[src/rtl/motor_array_controller.sv]
// ---------------------------------------------------------------------------
// motor_array_controller
//
// Drive controller for an N-motor differential platform.
//
// Command path:
//   movement_sel -> 2-flop synchroniser -> stability filter -> cmd_active
//   -> per-side decode -> optional right-side mirroring -> enable gating
//   -> one protection FSM per motor -> sel_protected
//
// Each protection FSM (IDLE / RUN / DEAD) inserts DEAD_CYCLES clocks with
// both bridge inputs low on every exit from a driven state. A bridge pair
// is never driven 2'b11.
//
// Ports:
//   clk            in   system clock, rising-edge logic
//   rst            in   asynchronous, active-low reset
//   movement_sel   in   [3:0] raw movement command, asynchronous to clk
//   enable         in   synchronous drive enable; low requests stop on all motors
//   sel_protected  out  [2*N_MOTORS-1:0] bridge inputs; bit 2i = IN1 (forward),
//                       bit 2i+1 = IN2 (reverse) of motor i
//   cmd_active     out  [3:0] currently committed command
//   busy           out  high while any motor is in its dead time
//   fsm_state_dbg  out  [2*N_MOTORS-1:0] per-motor FSM state (2 bits each),
//                       00 = IDLE, 01 = RUN, 10 = DEAD
//
// Parameters:
//   N_MOTORS      even, >= 2. Motors 0..N/2-1 are the left side.
//   DEAD_CYCLES   >= 1, low cycles inserted on each exit from RUN.
//   STABLE_CYCLES >= 1, cycles the synchronised command must hold.
//   INVERT_RIGHT  swaps forward/reverse on right-side motors.
// ---------------------------------------------------------------------------
module motor_array_controller #(
    parameter int N_MOTORS      = 4,
    parameter int DEAD_CYCLES   = 50000,
    parameter int STABLE_CYCLES = 1000,
    parameter bit INVERT_RIGHT  = 1'b0
) (
    input  logic                  clk,
    input  logic                  rst,
    input  logic [3:0]            movement_sel,
    input  logic                  enable,
    output logic [2*N_MOTORS-1:0] sel_protected,
    output logic [3:0]            cmd_active,
    output logic                  busy,
    output logic [2*N_MOTORS-1:0] fsm_state_dbg
);

    localparam int HALF = N_MOTORS / 2;

    // Counter widths sized so that the parameter value itself fits; this
    // keeps the widths nonzero even when a parameter is 1.
    localparam int DW = $clog2(DEAD_CYCLES + 1);
    localparam int SW = $clog2(STABLE_CYCLES + 1);

    localparam logic [DW-1:0] DEAD_LOAD   = DW'(DEAD_CYCLES - 1);
    localparam logic [SW-1:0] STABLE_LAST = SW'(STABLE_CYCLES - 1);

    typedef enum logic [1:0] {
        ST_IDLE = 2'b00,
        ST_RUN  = 2'b01,
        ST_DEAD = 2'b10
    } state_e;

    // -----------------------------------------------------------------------
    // Synchroniser and stability filter
    // -----------------------------------------------------------------------
    logic [3:0]    sync1_q;
    logic [3:0]    sync2_q;
    logic [3:0]    cmd_q;
    logic [SW-1:0] stab_cnt_q;
    logic          stab_done;

    // stab_cnt_q == k means sync2_q has held its current value for k+1
    // cycles. Once it has held STABLE_CYCLES cycles it is committed on the
    // next edge. sync1_q != sync2_q means sync2_q changes on this edge, so
    // the count restarts for the new value.
    assign stab_done = (stab_cnt_q == STABLE_LAST);

    always_ff @(posedge clk or negedge rst) begin
        if (!rst) begin
            sync1_q    <= '0;
            sync2_q    <= '0;
            cmd_q      <= '0;
            stab_cnt_q <= '0;
        end else begin
            sync1_q <= movement_sel;
            sync2_q <= sync1_q;
            if (stab_done) begin
                cmd_q <= sync2_q;
            end
            if (sync1_q != sync2_q) begin
                stab_cnt_q <= '0;
            end else if (!stab_done) begin
                stab_cnt_q <= stab_cnt_q + 1'b1;
            end
        end
    end

    // -----------------------------------------------------------------------
    // Decode: side codes 01 = forward, 10 = reverse, 00 = stop.
    // -----------------------------------------------------------------------
    logic [1:0] left_req;
    logic [1:0] right_raw;
    logic [1:0] right_req;

    always_comb begin
        left_req  = 2'b00;
        right_raw = 2'b00;
        case (cmd_q)
            4'd1: begin left_req = 2'b01; right_raw = 2'b01; end // forward
            4'd2: begin left_req = 2'b10; right_raw = 2'b10; end // backward
            4'd3: begin left_req = 2'b00; right_raw = 2'b01; end // pivot left
            4'd4: begin left_req = 2'b01; right_raw = 2'b00; end // pivot right
            4'd5: begin left_req = 2'b10; right_raw = 2'b01; end // spin left
            4'd6: begin left_req = 2'b01; right_raw = 2'b10; end // spin right
            default: begin end                                    // stop / illegal
        endcase
        // Mirror-mounted right motors: swap IN1/IN2. A swap never produces
        // 2'b11 from a legal side code.
        right_req = INVERT_RIGHT ? {right_raw[0], right_raw[1]} : right_raw;
    end

    // Per-motor requests after enable gating.
    logic [2*N_MOTORS-1:0] req_vec;

    always_comb begin
        req_vec = '0;
        for (int m = 0; m < N_MOTORS; m++) begin
            if (enable) begin
                req_vec[2*m +: 2] = (m < HALF) ? left_req : right_req;
            end
        end
    end

    // -----------------------------------------------------------------------
    // Protection FSMs, one per motor
    // -----------------------------------------------------------------------
    logic [N_MOTORS-1:0] dead_next;
    logic                busy_q;

    for (genvar m = 0; m < N_MOTORS; m++) begin : g_motor
        state_e        state_q;
        logic [1:0]    dir_q;
        logic [1:0]    out_q;
        logic [DW-1:0] cnt_q;
        logic [1:0]    req;

        assign req = req_vec[2*m +: 2];

        // True when this motor will be in DEAD after the coming edge; lets
        // busy be registered in step with the FSM state rather than a cycle
        // behind it.
        assign dead_next[m] = ((state_q == ST_RUN)  && (req != dir_q)) ||
                              ((state_q == ST_DEAD) && (cnt_q != '0));

        always_ff @(posedge clk or negedge rst) begin
            if (!rst) begin
                state_q <= ST_IDLE;
                dir_q   <= 2'b00;
                out_q   <= 2'b00;
                cnt_q   <= '0;
            end else begin
                case (state_q)
                    ST_IDLE: begin
                        out_q <= 2'b00;
                        if (req != 2'b00) begin
                            state_q <= ST_RUN;
                            dir_q   <= req;
                            out_q   <= req;
                        end
                    end
                    ST_RUN: begin
                        if (req != dir_q) begin
                            state_q <= ST_DEAD;
                            cnt_q   <= DEAD_LOAD;
                            out_q   <= 2'b00;
                        end
                    end
                    ST_DEAD: begin
                        // The dead time always runs to completion; the
                        // request is only looked at once the count is 0.
                        out_q <= 2'b00;
                        if (cnt_q == '0) begin
                            if (req == 2'b00) begin
                                state_q <= ST_IDLE;
                            end else begin
                                state_q <= ST_RUN;
                                dir_q   <= req;
                                out_q   <= req;
                            end
                        end else begin
                            cnt_q <= cnt_q - 1'b1;
                        end
                    end
                    default: begin
                        state_q <= ST_IDLE;
                        out_q   <= 2'b00;
                    end
                endcase
            end
        end

        assign sel_protected[2*m +: 2] = out_q;
        assign fsm_state_dbg[2*m +: 2] = state_q;
    end

    always_ff @(posedge clk or negedge rst) begin
        if (!rst) begin
            busy_q <= 1'b0;
        end else begin
            busy_q <= |dead_next;
        end
    end

    assign busy       = busy_q;
    assign cmd_active = cmd_q;

endmodule

[config.mk]
export PLATFORM = sky130hd
export DESIGN_NAME = motor_array_controller
export DESIGN_NICKNAME = d
export VERILOG_FILES = /design/src/rtl/motor_array_controller.sv
export SDC_FILE = /design/constraint.sdc
export NUM_CORES = 1
export LEC_CHECK = 0
export ABC_AREA = 1
export BUFFER_PORTS_ARGS = -buffer_cell sky130_fd_sc_hd__buf_2
export CORE_UTILIZATION = 45
export CTS_BUF_LIST = sky130_fd_sc_hd__clkbuf_8
export DETAILED_ROUTE_END_ITERATION = 6
export SLEW_MARGIN = 20
export SYNTH_ARGS = -nofsm -noshare
export SYNTH_HDL_FRONTEND = slang
export SYNTH_SLANG_ARGS = --single-unit
[constraint.sdc]
create_clock -name clk -period 3.3 [get_ports clk]
set_input_delay 0.825 -clock clk [delete_from_list [all_inputs] [get_ports clk]]
set_output_delay 0.825 -clock clk [all_outputs]
set_load 0.005 [all_outputs]
; ---- Yosys cells after proc, flatten, opt, wreduce, memory -nomap -nowiden
; Cells that the tools add are included.
[word_totals]
register_bits = 111
word_cells = 182
output_inout_bits = 21
in_bits = 7
[op_classes]
n_reduce_logical = 53
eq_ne = 41
muxes = 62
n_addsub = 5
[ops]
columns = op, count
row1 = $mux W16, 8
row2 = $pmux W16 S2, 4
row3 = $logic_not A16 Y1, 4
row4 = $mux W2, 32
row5 = $reduce_bool A16 Y1, 4
row6 = $sub A16 B1 Y16 const B, 4
row7 = $pmux W2 S3, 8
row8 = $ne A2 B2 Y1 const B, 12
row9 = $pmux W2 S2, 6
row10 = $reduce_and A3 Y1, 8
row11 = $mux W10, 2
row12 = $reduce_bool A2 Y1, 10
row13 = $ne A2 B1 Y1 const B, 9
row14 = $reduce_and A4 Y1, 4
row15 = $eq A4 B3 Y1 const B, 3
row16 = $logic_not A2 Y1, 6
row17 = $add A10 B1 Y10 const B, 1
row18 = $eq A10 B10 Y1 const B, 1
row19 = $eq A2 B1 Y1 const B, 4
row20 = $eq A2 B2 Y1 const B, 4
row21 = $eq A4 B2 Y1 const B, 2
row22 = $logic_and A1 B1 Y1, 8
row23 = $ne A2 B2 Y1, 4
row24 = $reduce_or A3 Y1, 2
row25 = other kinds (6), 11

; ---- Longest topological paths before layout
[depth]
depth_word = 8
ltp_mapped = 13
depth_no_buf = 13

; ---- Worst setup path before layout
; OpenSTA, ideal clock, no wires.
[synth_timing]
path_type = input-to-reg
from = input port enable
to = register g_motor[1].cnt_q[8]
stages = 10
slack_ns = 1.566
arrival_time_ns = 1.617
setup_time_ns = 0.117
cell_sequence = buf_2 -> nand2_1 -> clkinv_1 -> nand2_1 -> nand2_1 -> nand2_2 -> nand2_4 -> inv_2 -> nor2_2 -> nand2_1
[synth_via]
elab_chain_cells = 4
[synth_rtl]
columns = item, line
row1 = "start, declared", 42  ; input logic enable,
row2 = $mux W2, 130  ; if (enable) begin
row3 = $ne A2 B2 Y1, 174  ; if (req != dir_q) begin
row4 = $ne A2 B1 Y1 (no source line), n/a
row5 = $reduce_and A3 Y1 (no source line), n/a
row6 = "end signal, assigned", 193  ; cnt_q <= cnt_q - 1'b1;
row7 = "end, declared", 146  ; logic [DW-1:0] cnt_q;
; Every way passes these cells.
; A chain may end at the register's enable or synchronous reset.

; ---- Worst setup path after layout
[layout_timing]
from = register g_motor[2].cnt_q[0]
to = register g_motor[2].cnt_q[11]
[layout_via]
elab_chain_cells = 3
elab_cells_between_ends = 6
classes_between = add/sub: 1 / eq/ne: 1 / mux: 2 / reduce/logical: 2
[layout_rtl]
columns = item, line
row1 = "start, declared", 146
row2 = "start signal, assigned", 193
row3 = $sub A16 B1 Y16 / $logic_not A16 Y1 (equally long branches), "193, 184"
row4 = $mux W16 / $ne A2 B2 Y1 (equally long branches), n/a
row5 = $pmux W16 S2 / $reduce_and A3 Y1 (equally long branches), n/a
; Parallel ways exist; a longest one is shown, timed or not. The select of a mux whose other input is x is not followed.

==> flow_summary.ini <==
[status]
outcome = completed

[global_route]
grt_pass1_wl_um = 20830
antenna_found_initial = 0
maximum_number_of_pins_on_one_net_before_global_route_repair = 56
grt_usage_pct = 19.54
grt_pass1_vias = 4664
grt_overflow_total = 0

[synthesis]
synth_top_area_cell = sky130_fd_sc_hd__dfrtp_1
syn_area_per_cell_um2 = 7.713
synthesis.instances = 773
synth_enable_flop_cells = 0
synth_nets = 785
mappedNetlistArea_um2 = 5962
yosys.cell_types.count = 35
yosysWarnings = 0
synth_top_cells_by_count = sky130_fd_sc_hd__nand2_1 (179), sky130_fd_sc_hd__nor2_1 (118), sky130_fd_sc_hd__dfrtp_1 (111), sky130_fd_sc_hd__inv_1 (99), sky130_fd_sc_hd__nand3_1 (77)
synth_flop_cell = sky130_fd_sc_hd__dfrtp_1
yosys.cell_count.top_type = sky130_fd_sc_hd__nand2_1
synth_sequential_area_ratio_pct = 46.59
post_synthesis_sequential_element_count = 111
synth.top_cell.area_share_pct = 46.59
synth_area_leaders = sky130_fd_sc_hd__dfrtp_1 (47%), sky130_fd_sc_hd__nand2_1 (11%), sky130_fd_sc_hd__nor2_1 (7.4%)
synthArstFlopShare_pct = 100.0

[routing]
route.antenna.remaining_nets = 0
drtIter0Drc = 224
routed-via-count = 4874
vias_per_inst = 4.968
drt_drc_violations_left = 0
postRouteWirelength_um = 12090
routedWlPerCell_um = 12.32
drtPass1Iterations = 5

[finish]
stdcell_count = 981
antennaDiodeCount = 0
final_util_pct = 50.41
fraction_of_final_layout_cells_sized_beyond_drive_strength_1_pct = 13.60
syn2layout_area_growth_pct = 7.996
layout.nets = 817
postLayoutCellArea_um2 = 6439

[clock_tree]
worst_skew_pair.late_latency_ps = 390
cts.root.buffer_cell = sky130_fd_sc_hd__clkbuf_8
tritoncts = built
cts.clk_slew.worst_paths_ps = 100
h-tree-depth = 3
cts_hold_buf = 0
numCtsBuffers = 9
cts-resized-gates = 0
maximum_number_of_buffers_from_clock_root_to_sink = 2
post_cts_setup_repair_bufs = 0
num_clock_sinks = 111

[floorplanning]
pin_count = 28
die_h_um = 117.1
fp.dieArea_um2 = 13710
die_width_um = 117.1
initial_utilization_pct = 46.67
core_area_um2 = 12770
placementRows = 41

[sta]
timing_worst_slew_pin_value_ps = 803.7
final-max-slew-violation-count = 0
setup_violations = 0
worst_slew_margin_rel_pct = 46.42
finalHoldViolations = 0
min_period_over_period_pct = 63.09
highest_clock_frequency_the_design_can_meet_mhz = 480.3
fin_hold_ws_ps = 404.8
setup_ws_ps = 1218
fin_setup_tns_ps = 0
rsz0062_at_grt = false
post-route-min-period_ps = 2082
finClkSkew_ps = 14.19

[setup_path]
worst_ep_arrival_time_ps = 2400
cp_data_required_time_ps = 3620
critPathCaptureType = register
timing_worst_setup_path_type = reg -> reg
cpMostUsedCell = sky130_fd_sc_hd__nand2_1
start_kind = register
cp_max_fo = 11
max_stage_delay_ps = 630
cp.buffers_inverters = 1
critPathSlowestCell = sky130_fd_sc_hd__a21oi_1
critical_path.cell_chain = inv_1 > ha_1 > nand3_2 > nor2_2 > nand2_2 > nor2_4 > a21oi_1 > nand2_1 > nand2_1 > nand2_1 > nor2_1
setup.worst_path.start = g_motor[2].cnt_q[0]
r2r_start = g_motor[2].cnt_q[0]
timing.critical_path.max_delay_family = simple AND/OR/NAND/NOR gates

[placed_design]
preCtsSetupSlack_ps = 1256
hpwl_detailed_um = 9017
numPlacedInstances = 966
port-buffer-count = 27
gp_congestion = 0.8660
placed_cell_area_um2 = 6267

[power]
p_per_area_nw_per_um2 = 336.9
fin_total_pwr_mw = 2.169
max-vdd-ir-drop_uv = 245.1
power.static_leakage_nw = 3.249

[job]
timing.max_cap.violations = 0

[hold_path]
timing.hold.worst.start = sync1_q[0]
hp-class = reg -> reg
[cell families (layout without fill, tap and decap cells)]
group / after synthesis / in the layout / share of synthesized area [%]
buffers and inverters: 119 / 155 / 8.331
AO/OA/AOI/OAI: 54 / 54 / 5.058
adder cells (fa/ha/maj): 5 / 5 / 1.049
AND/OR/NAND/NOR: 462 / 462 / 35.74
flip-flops: 111 / 111 / 46.59
XOR/XNOR: 22 / 22 / 3.232
[placed cells by master (no fill, tap or decap), types with 11 or more instances in the layout]
master                      n
sky130_fd_sc_hd__nand2_1  179
sky130_fd_sc_hd__nor2_1   118
sky130_fd_sc_hd__dfrtp_1  111
sky130_fd_sc_hd__inv_1    100
sky130_fd_sc_hd__nand3_1   77
sky130_fd_sc_hd__buf_2     26
sky130_fd_sc_hd__o21ai_0   25
sky130_fd_sc_hd__xor2_1    18
sky130_fd_sc_hd__nand4_1   17
sky130_fd_sc_hd__nor2_2    16
sky130_fd_sc_hd__nand2_2   15
sky130_fd_sc_hd__a21oi_1   14
sky130_fd_sc_hd__nor3_1    11
[per-layer routing]
layer | GRT usage [%] | vias up | share of wire (%)
li1 | - | 2499 | -
met1 | 23.92 | 2298 | 47
met2 | 34.24 | 69 | 49
met3 | 5.201 | 8 | 3.3
met4 | 4.895 | 0 | 0.95
met5 | 0 | - | 0
[state kept, by name (all words and copies together), names as in the netlist]
register / flops
cmd_active: 4
stab_cnt_q: 10
g_motor.dir_q: 8
g_motor.cnt_q: 64
busy: 1
g_motor.state_q: 8
g_motor.out_q: 8
sync1_q: 4
sync2_q: 4
[cell type report]
cell class	count	area [µm²]
fill	1237	6335
sequential	111	2778
multi-input combinational	543	2688
inverter	111	421.7
tap	172	215.2
timing repair buffer	29	165.2
clock buffer	10	137.6
clock inverter	5	33.78
[report_power, final]
part / switching, mW / internal (mW) / leakage (nW) / total [mW]
clock: 0.465 / 0.292 / 0.0899 / 0.757
combinational: 0.0337 / 0.00969 / 1.89 / 0.0434
sequential: 0.00439 / 1.36 / 1.27 / 1.37
[final timing paths]
path,to,slack [ps],depth (start not counted)
min reg2reg,sync2_q[0],400,0
min in group asynchronous,stab_cnt_q[2],490,1
min,sync2_q[0],400,0
max in group asynchronous,g_motor[2].cnt_q[8],2050,2
max,g_motor[2].cnt_q[11],1220,11
max reg2reg,g_motor[2].cnt_q[11],1220,11
Note: power is estimated with default switching activity, not from simulation.
